$ cat src/rtl/btb_assoc.sv
// Set-associative branch target buffer with true-LRU replacement and 2-bit counters.
// A post-reset sweep invalidates one set per cycle before lookups and updates are honoured.
module btb_assoc #(
    parameter int SETS = 8,
    parameter int WAYS = 2
) (
    input  logic        clk,
    input  logic        rst,
    input  logic [31:0] PC,
    output logic        valid,
    output logic [31:0] target,
    output logic        predictedTaken,
    input  logic        update,
    input  logic [31:0] updatePC,
    input  logic [31:0] updateTarget,
    input  logic        taken,
    input  logic        mispredicted,
    output logic        ready
);
    localparam int IDX = $clog2(SETS);
    localparam int AW  = $clog2(WAYS);
    localparam int TAG = 30 - IDX;

    typedef enum logic {INIT, RUN} state_t;
    typedef logic [WAYS-1:0][AW-1:0] ages_t;

    state_t             state, state_nxt;
    logic [IDX-1:0]     ptr, ptr_nxt;

    logic [WAYS-1:0][TAG-1:0] tag_arr [SETS];
    logic [WAYS-1:0][31:0]    tgt_arr [SETS];
    logic [WAYS-1:0][1:0]     cnt_arr [SETS];
    logic [WAYS-1:0]          vld_arr [SETS];
    ages_t                    age_arr [SETS];

    logic [IDX-1:0] l_idx, u_idx;
    logic [TAG-1:0] l_tag, u_tag;
    logic           l_hit, u_hit, found_inv;
    logic [AW-1:0]  l_way, u_way_hit, victim, u_way;
    logic [1:0]     u_cnt, cnt_new;
    logic           rewrite, do_write, l_touch;
    ages_t          u_ages, l_ages;
    logic           unused_pc_bits;

    assign l_idx = PC[IDX+1:2];
    assign l_tag = PC[31:IDX+2];
    assign u_idx = updatePC[IDX+1:2];
    assign u_tag = updatePC[31:IDX+2];
    assign unused_pc_bits = ^{PC[1:0], updatePC[1:0]};

    // Touched way becomes age 0; younger ways age by one, keeping a permutation.
    function automatic ages_t touch(input ages_t ages, input logic [AW-1:0] way);
        ages_t res;
        res = ages;
        for (int w = 0; w < WAYS; w++) begin
            if (AW'(w) == way)
                res[w] = '0;
            else if (ages[w] < ages[way])
                res[w] = ages[w] + AW'(1);
        end
        return res;
    endfunction

    always_ff @(posedge clk) begin
        if (rst) begin
            state <= INIT;
            ptr   <= '0;
        end else begin
            state <= state_nxt;
            ptr   <= ptr_nxt;
        end
    end

    always_comb begin
        state_nxt = state;
        ptr_nxt   = ptr;
        if (state == INIT) begin
            ptr_nxt = ptr + IDX'(1);
            if (ptr == IDX'(SETS - 1))
                state_nxt = RUN;
        end
    end

    assign ready = (state == RUN);

    // Tag match for both ports, plus victim choice for a possible allocation.
    always_comb begin
        l_hit     = 1'b0;
        l_way     = '0;
        u_hit     = 1'b0;
        u_way_hit = '0;
        victim    = '0;
        found_inv = 1'b0;
        for (int w = 0; w < WAYS; w++) begin
            if (vld_arr[l_idx][w] && tag_arr[l_idx][w] == l_tag) begin
                l_hit = 1'b1;
                l_way = AW'(w);
            end
            if (vld_arr[u_idx][w] && tag_arr[u_idx][w] == u_tag) begin
                u_hit     = 1'b1;
                u_way_hit = AW'(w);
            end
        end
        for (int w = 0; w < WAYS; w++) begin
            if (!found_inv && !vld_arr[u_idx][w]) begin
                found_inv = 1'b1;
                victim    = AW'(w);
            end
        end
        if (!found_inv) begin
            for (int w = 0; w < WAYS; w++) begin
                if (age_arr[u_idx][w] == AW'(WAYS - 1))
                    victim = AW'(w);
            end
        end
    end

    assign u_way    = u_hit ? u_way_hit : victim;
    assign u_cnt    = cnt_arr[u_idx][u_way];
    assign cnt_new  = taken ? ((u_cnt == 2'd3) ? 2'd3 : u_cnt + 2'd1)
                            : ((u_cnt == 2'd0) ? 2'd0 : u_cnt - 2'd1);
    assign rewrite  = taken & (mispredicted | ~u_cnt[1]);
    assign do_write = (state == RUN) & update & (u_hit | taken);
    // An update to the same set owns that set's LRU this cycle.
    assign l_touch  = (state == RUN) & l_hit & ~(update & (u_idx == l_idx));
    assign u_ages   = touch(age_arr[u_idx], u_way);
    assign l_ages   = touch(age_arr[l_idx], l_way);

    always_ff @(posedge clk) begin
        if (rst || state != RUN) begin
            valid          <= 1'b0;
            target         <= '0;
            predictedTaken <= 1'b0;
        end else begin
            valid          <= l_hit;
            target         <= l_hit ? tgt_arr[l_idx][l_way] : 32'd0;
            predictedTaken <= l_hit & cnt_arr[l_idx][l_way][1];
        end
    end

    always_ff @(posedge clk) begin
        if (!rst) begin
            if (state == INIT) begin
                vld_arr[ptr] <= '0;
                for (int w = 0; w < WAYS; w++)
                    age_arr[ptr][w] <= AW'(w);
            end else begin
                if (do_write) begin
                    if (!u_hit) begin
                        tag_arr[u_idx][u_way] <= u_tag;
                        tgt_arr[u_idx][u_way] <= updateTarget;
                        cnt_arr[u_idx][u_way] <= 2'd2;
                        vld_arr[u_idx][u_way] <= 1'b1;
                    end else begin
                        cnt_arr[u_idx][u_way] <= cnt_new;
                        if (rewrite)
                            tgt_arr[u_idx][u_way] <= updateTarget;
                    end
                    age_arr[u_idx] <= u_ages;
                end
                if (l_touch)
                    age_arr[l_idx] <= l_ages;
            end
        end
    end
endmodule

$ cat config.mk
export PLATFORM = sky130hd
export DESIGN_NAME = btb_assoc
export DESIGN_NICKNAME = d
export VERILOG_FILES = /design/src/rtl/btb_assoc.sv
export SDC_FILE = /design/constraint.sdc
export NUM_CORES = 1
export LEC_CHECK = 0
export CORE_ASPECT_RATIO = 0.75
export CORE_MARGIN = 5
export CORE_UTILIZATION = 35
export CTS_BUF_LIST = sky130_fd_sc_hd__clkbuf_8 sky130_fd_sc_hd__clkbuf_16
export CTS_CLUSTER_SIZE = 24
export DETAILED_ROUTE_END_ITERATION = 8
export GPL_TIMING_DRIVEN = 0
export PLACE_DENSITY = 0.55
export SLEW_MARGIN = 20
export SYNTH_ARGS = -nofsm -noshare
export SYNTH_HDL_FRONTEND = slang
export SYNTH_SLANG_ARGS = --single-unit
$ cat constraint.sdc
create_clock -name clk -period 6.6 [get_ports clk]
set_input_delay 1.98 -clock clk [delete_from_list [all_inputs] [get_ports clk]]
set_output_delay 1.98 -clock clk [all_outputs]
set_load 0.01 [all_outputs]
==> flow_summary_export.csv, run 1 <==
group,metric,value,unit
timing,period_share,101,%
timing,finalSetupViolations,29,
clock_network,cts_buffer_depth,3,
routing,routed_wl,170,mm
synth,synth_cell_types,71,
clock_network,cts_sinks,1046,
critical_path,worstSetupPathType,"in2reg",
synth,synth_top_area_share,68.6,%
routing,remaining_drc_errors,0,
global_route,antenna_found_initial,17,
worst_hold_path,min_path_type,"reg2reg",
critical_path,reg2reg_slack,2.15,ns
clock_network,clkTransAtPathRegs,0.07,ns
timing,drv_slew,0,
routing,drt_iter0_markers,4952,
synth,syn_nets,2719,
timing,max_freq,150,MHz
clock_network,clk_latency,0.72,ns
synth,ys_top_cells_by_area,"edfxtp_1 69%, mux4_2 6.0%, mux2i_1 3.3%",
critical_path,required,7.01,ns
synth,synth_common_cells,"1,008 x edfxtp_1, 157 x a22oi_1, 146 x mux2i_1, 121 x a221oi_1, 117 x mux4_2",
final_layout,syn2layout_area_growth,21.0,%
clock_network,cts_made_buffers,107,
timing,finClkSkew,0.0327,ns
timing,fin_tns_setup,-0.838,ns
worst_hold_path,min_path_cells,2,
global_route,grt_max_degree,21,
critical_path,r2r-end,"tgt_arr[6][58]",
clock_network,cts_hold_buffers,0,
global_route,track_usage,24.7,%
critical_path,cp-start-kind,"input pin",
timing,slew_headroom,16.5,%
synth,async_reset_ff_share,0,%
placed_design,preCtsSetupSlack,-1.84,ns
placed_design,gp_congestion,0.935,
clock_network,htree_levels,3,
pwr,power_frac_seq,49.7,%
final_layout,stdcell_area,53400,µm²
timing,hold_viol_final,0,
pwr,vdd_drop_max,0.197,mV
global_route,grt_pass1_vias,28300,
timing,rsz0062_at_grt,"no",
critical_path,timing.rr.start,"tag_arr[3][29]",
floorplan,ios,136,
pwr,sw_frac_of_total,23.2,%
worst_hold_path,min-delay-start,"ptr[2]",
placed_design,placement.io_buffers,128,
pwr,p_int,11300,µW
synth,ys_ff_latch,1046,
job,maxCapViolations,0,
global_route,grt_pass1_wl,230,mm
synth,syn_area_per_cell,16.9,µm²
clock_network,root_buffer,"clkbuf_16",
placed_design,dp_hpwl,117,mm
clock_network,cts_tree,"done",
final_layout,drive_gt1_share,19.9,%
pwr,comb_power_share,7.6,%
timing,tightest_slew,1.25,ns
routing,vias_per_cell,6.31,
final_layout,nets,3044,
critical_path,worstPathMaxFanout,13,
floorplan,num_rows,112,
routing,final_antenna_net_count,0,
floorplan,initial_utilization,35.3,%
outcome,violations,"negative setup slack",
placed_design,placed_cell_area,49100,µm²
pwr,switching_power,3400,µW
pwr,clockPowerShare,42.8,%
synth,syn_inst,2616,
synth,synth_top_cell_by_area,"edfxtp_1",
routing,drt-pass1-iter-count,7,
floorplan,die_area,133000,µm²
floorplan,coreArea,125000,µm²
routing,via_count,29600,
outcome,outcome,"finished, violations left",
synth,synth_enable_flop_cells,1008,
critical_path,reg2regPathDepth,11,
synth,yosys_warnings,0,
synth,yosysSeqAreaShare,70.3,%
pwr,p_per_area,275,nW/µm²
final_layout,utilization,42.7,%
critical_path,cp.arrival,7.07,ns
routing,wl_per_cell,36.2,µm
timing,fin_crit,6.65,ns
timing,setup_slack,-0.0534,ns
synth,syn_area,44100,µm²
pwr,power_leakage,0.0173,µW
critical_path,cp-end-kind,"register",
worst_hold_path,min_to,"ptr[2]",
pwr,power.total,14700,µW
synth,ys.flop_type,"edfxtp_1",
final_layout,fillers,10900,
global_route,overflow,0,
synth,synth.most_common_cell,"edfxtp_1",
floorplan,die_w,420,µm
floorplan,dieHeight,317,µm
==> state kept, by name, summed over array words and instances, names as in the netlist <==
register / cells
ready: 1
vld_arr: 16
valid: 1
tag_arr: 432
cnt_arr: 32
predictedTaken: 1
age_arr: 16
target: 32
tgt_arr: 512
ptr: 3
==> timing repair <==
item                       4_1_cts  5_1_grt
resized for setup               58       30
buffers inserted                34        0
setup endpoints to repair     1026      502
pin swaps                       20        0
==> routing by layer <==
| layer | wire [µm] | vias up | track usage [%] |
|---|---|---|---|
| met5 | 7 | - | 0 |
| met4 | 5640 | 2 | 7.92 |
| met3 | 22500 | 327 | 7.48 |
| met2 | 72300 | 2313 | 35.3 |
| met1 | 69800 | 15400 | 36.0 |
| li1 | - | 11600 | - |
==> cell usage in the layout (no fill, tap or decap), types with 39 or more instances in the layout <==
master,Yosys,layout
a221oi_1,121,121
a22o_1,69,69
buf_12,0,39
buf_2,55,46
nand2_1,54,54
mux4_2,117,117
edfxtp_1,1008,1008
clkbuf_1,84,58
clkbuf_16,0,107
a22oi_1,157,157
nand4_1,64,64
buf_4,14,42
and3_1,43,43
clkdlybuf4s50_1,0,128
mux2_2,62,62
mux2i_1,146,145
xor2_1,39,39
nor2_1,91,54
xnor2_1,64,64
==> worst max-delay path by stage <==
stage                      from  slack [ns]        endpoint
finish              updatePC[2]       -0.05  tag_arr[3][16]
global route        updatePC[4]       0.007  tgt_arr[0][39]
CTS                       PC[2]        0.01      target[23]
detailed placement        PC[3]       -1.84       target[8]
global placement    updatePC[2]       -4.43  tag_arr[4][47]
floorplan           updatePC[2]        0.13   tgt_arr[0][0]
==> cell type report <==
| type | instances | area, µm² | area share [%] |
|---|---|---|---|
| Tap cell | 1653 | 2070 | 3.87 |
| Inverter | 9 | 33.8 | 0.0633 |
| Clock inverter | 92 | 910 | 1.70 |
| Antenna cell | 8 | 20.0 | 0.0375 |
| Timing Repair Buffer | 216 | 3050 | 5.71 |
| Multi-Input combinational cell | 1377 | 12500 | 23.5 |
| Sequential cell | 1046 | 31000 | 58.1 |
| Clock buffer | 111 | 2730 | 5.12 |
| Buffer | 184 | 1010 | 1.89 |
==> power by group through the flow <==
| stage | Sequential [µW] | Clock (µW) | Combinational [µW] |
|---|---|---|---|
| CTS | 7280 | 6300 | 1070 |
| detailed placement | 7420 | 0 | 1050 |
| global placement | 7420 | 0 | 1040 |
| finish | 7280 | 6270 | 1110 |
| global route | 7280 | 6570 | 1130 |
| floorplan | 7420 | 0 | 523 |
==> cell families after synthesis <==
group	share of synthesized area, %
flip-flops	70.3
adder cells (fa/ha/maj)	0.125
AO/OA/AOI/OAI	9.84
multiplexers	11.0
AND/OR/NAND/NOR	4.68
buffers and inverters	2.01
XOR/XNOR	2.05
==> worst max-delay path: stages <==
cell and delay, ns:
clkdlybuf4s50_1 0.63, clkbuf_4 0.39, buf_6 0.28, buf_2 0.33, nand2_1 0.15, nor2_1 0.34, a221oi_1 0.17, xnor2_1 0.69
nor4_4 0.09, buf_4 0.21, buf_4 0.18, nor3_4 0.25, nand2_1 0.22, buf_2 0.34, nor2_4 0.36, buf_16 0.23
buf_16 0.17
==> through the flow <==
step | instances | hold slack (ns)
2_1_floorplan | 2616 | 0.519
4_1_cts | 4688 | 0.608
6_report | 4696 | 0.613
3_3_place_gp | 4397 | 0.545
3_5_place_dp | 4451 | 0.599
5_1_grt | 4692 | 0.657
(Power assumes the default switching activity.)
==> run 2, diff against run 1 <==
- DONT_BUFFER_PORTS: default -> 1
- PLACE_DENSITY: 0.55 -> 0.54
- clock period: 6.6 -> 5.5 ns (I/O delays scaled with it)
==> run 2 against run 1 <==
  * The run still ends with negative setup slack left
  * Combinational power barely moved
  * Clock skew fell by 0.0044 ns
  * First-iteration DRC count fell by 2.0%
  * Cell area fell by 2.2%
  * Largest power group unchanged
  * Clock-buffer cell count rose by 6
  * Register-to-register slack got worse by 1.0 ns
  * Clock power rose by 19%
  * Critical path depth fell by 2
  * Power rose by 18%
  * Largest cell class unchanged
  * Flip-flop and latch count did not move
==> flow_summary_export.csv, run 2 (synthesized netlist as in run 1, its figures left out) <==
group,metric,value,unit
outcome,outcome,"finished, violations left",
pwr,sw_frac_of_total,22.5,%
clock_network,clk_latency,0.70,ns
timing,setup_slack,-0.113,ns
timing,finClkSkew,0.0284,ns
floorplan,die_w,420,µm
clock_network,root_buffer,"clkbuf_16",
timing,finalSetupViolations,321,
pwr,switching_power,3900,µW
critical_path,required,6.09,ns
timing,fin_crit,5.61,ns
final_layout,final_common_cell,"edfxtp_1",
final_layout,largest_register,"tgt_arr",
clock_network,cts_sinks,1046,
global_route,grt_pass1_vias,28000,
placed_design,placement.io_buffers,0,
pwr,p_per_area,332,nW/µm²
routing,final_antenna_net_count,0,
routing,drt_iter0_markers,4853,
final_layout,reg.largest.list,"tgt_arr x512, tag_arr x432",
critical_path,critPathMaxStageDelay,0.46,ns
placed_design,placedCellCount,4329,
clock_network,clkTransAtPathRegs,0.06,ns
floorplan,num_rows,112,
global_route,overflow,0,
floorplan,die_area,133000,µm²
clock_network,htree_levels,3,
critical_path,worstSetupPathType,"in2reg",
critical_path,cp_slowest_cell,"nor4b_4",
critical_path,critPathMostFrequentCell,"buf_4",
pwr,comb_power_share,6.6,%
clock_network,cts_tree,"done",
final_layout,nets,2927,
critical_path,path_cells,"buf_4 > buf_8 > inv_1 > buf_4 > buf_4 > buf_4 > buf_4 > mux2i_2 > xnor2_1 > nor4_1 > nand4_1 > nor4b_4 > o21a_4 > buf_2 > and3_1",
routing,drt-pass1-iter-count,5,
timing,drv_slew,0,
worst_hold_path,min_path_type,"reg2reg",
final_layout,syn2layout_area_growth,18.3,%
timing,rsz0062_at_grt,"yes",
floorplan,dieHeight,317,µm
global_route,busiest_layer,"met2",
final_layout,largest_reg_flops,512,
pwr,vdd_drop_max,0.266,mV
job,maxCapViolations,0,
global_route,antenna_found_initial,8,
critical_path,cp-end-kind,"register",
pwr,power_leakage,0.0169,µW
floorplan,initial_utilization,35.3,%
global_route,grt_pass1_wl,232,mm
floorplan,coreArea,125000,µm²
final_layout,mostFrequentLayoutCells,"1,008 x edfxtp_1, 157 x a22oi_1, 141 x mux2i_1, 120 x a221oi_1, 117 x mux4_2",
critical_path,cp.arrival,6.20,ns
routing,wl_per_cell,37.3,µm
routing,via_count,29200,
timing,period_share,102,%
pwr,p_int,13400,µW
timing,tightest_slew,1.24,ns
global_route,use_met2,36.3,%
global_route,use_met1,35.8,%
outcome,violations,"negative setup slack",
global_route,grt_max_degree,21,
final_layout,drive_gt1_share,21.8,%
final_layout,utilization,41.8,%
placed_design,gp_congestion,0.927,
final_layout,fin_cells,4570,
floorplan,ios,136,
timing,max_freq,178,MHz
global_route,globalRouteMet3Util,7.98,%
critical_path,cp-start-kind,"input pin",
routing,remaining_drc_errors,0,
critical_path,worstPathMaxFanout,10,
routing,vias_per_cell,6.38,
routing,routed_wl,170,mm
pwr,clockPowerShare,43.0,%
timing,fin_tns_setup,-13.87,ns
pwr,power_frac_seq,50.4,%
clock_network,cts_made_buffers,107,
timing,slew_headroom,17.0,%
placed_design,dp_hpwl,117,mm
clock_network,cts_buffer_depth,3,
timing,hold_viol_final,0,
global_route,track_usage,24.8,%
-- run 2: cell count changes in the layout (fill, tap and decap cells not counted), moves of 7 or more --
cell | previous run | this run
buf_4 | 42 | 71
clkbuf_2 | 25 | 34
buf_12 | 39 | 23
buf_2 | 46 | 34
clkbuf_1 | 58 | 50
buf_16 | 31 | 38
clkdlybuf4s50_1 | 128 | 0
-- run 2: repair_timing --
item,CTS,global route
resized for setup,96,27
pin swaps,26,2
setup buffers,38,1
hold buffers,0,0
setup endpoints to repair,1042,544
-- run 2: metal layers --
| metal | vias to the layer above | wire, µm | part of all wire (%) |
|---|---|---|---|
| met4 | 0 | 5030 | 3.0 |
| li1 | 11400 | - | - |
| met3 | 302 | 22100 | 13 |
| met1 | 15300 | 69500 | 41 |
| met2 | 2166 | 73700 | 43 |
| met5 | - | 0 | 0 |
-- run 2: per-stage QoR --
| stage | hold slack, ns | area, µm² | total power, µW | worst slack [ns] |
|---|---|---|---|---|
| floorplan | 0.519 | 44200 | 9530 | -0.188 |
| global placement | 0.546 | 46300 | 9960 | -3.47 |
| detailed placement | 0.569 | 47900 | 9970 | -2.04 |
| CTS | 0.580 | 52100 | 17300 | 0.00378 |
| global route | 0.607 | 52200 | 17700 | -0.0730 |
| finish | 0.574 | 52200 | 17300 | -0.113 |
-- run 2: final timing paths --
check / slack (ns) / end / depth (start not counted) / startpoint
max: -0.11 / target[0] / 15 / PC[2]
min: 0.57 / ptr[0] / 2 / ptr[0]
max reg2reg: 1.10 / tgt_arr[1][32] / 11 / tag_arr[3][29]
min reg2reg: 0.57 / ptr[0] / 2 / ptr[0]
-- run 2: power by group through the flow --
| stage | Clock [µW] | Sequential, µW | Combinational (µW) |
|---|---|---|---|
| global placement | 0 | 8900 | 1060 |
| finish | 7440 | 8730 | 1140 |
| detailed placement | 0 | 8900 | 1070 |
| global route | 7820 | 8730 | 1160 |
| CTS | 7500 | 8730 | 1090 |
| floorplan | 0 | 8900 | 630 |
-- run 2: cell type report --
cell class	count	area, µm²
Fill cell	10900	72700
Sequential cell	1046	31000
Multi-Input combinational cell	1377	12600
Clock buffer	117	2840
Tap cell	1653	2070
Timing Repair Buffer	100	1840
Buffer	183	1030
Clock inverter	81	736
Inverter	9	37.5
Antenna cell	4	10.0
-- run 2: critical path, delay by kind of cell --
family,cells,cell delay (ns)
and+or+nand+nor,4,1.28
muxes,1,0.44
xor gates and xnor gates,1,0.17
AOI/OAI and AO/OA,1,0.32
buffers and inverters,8,2.29
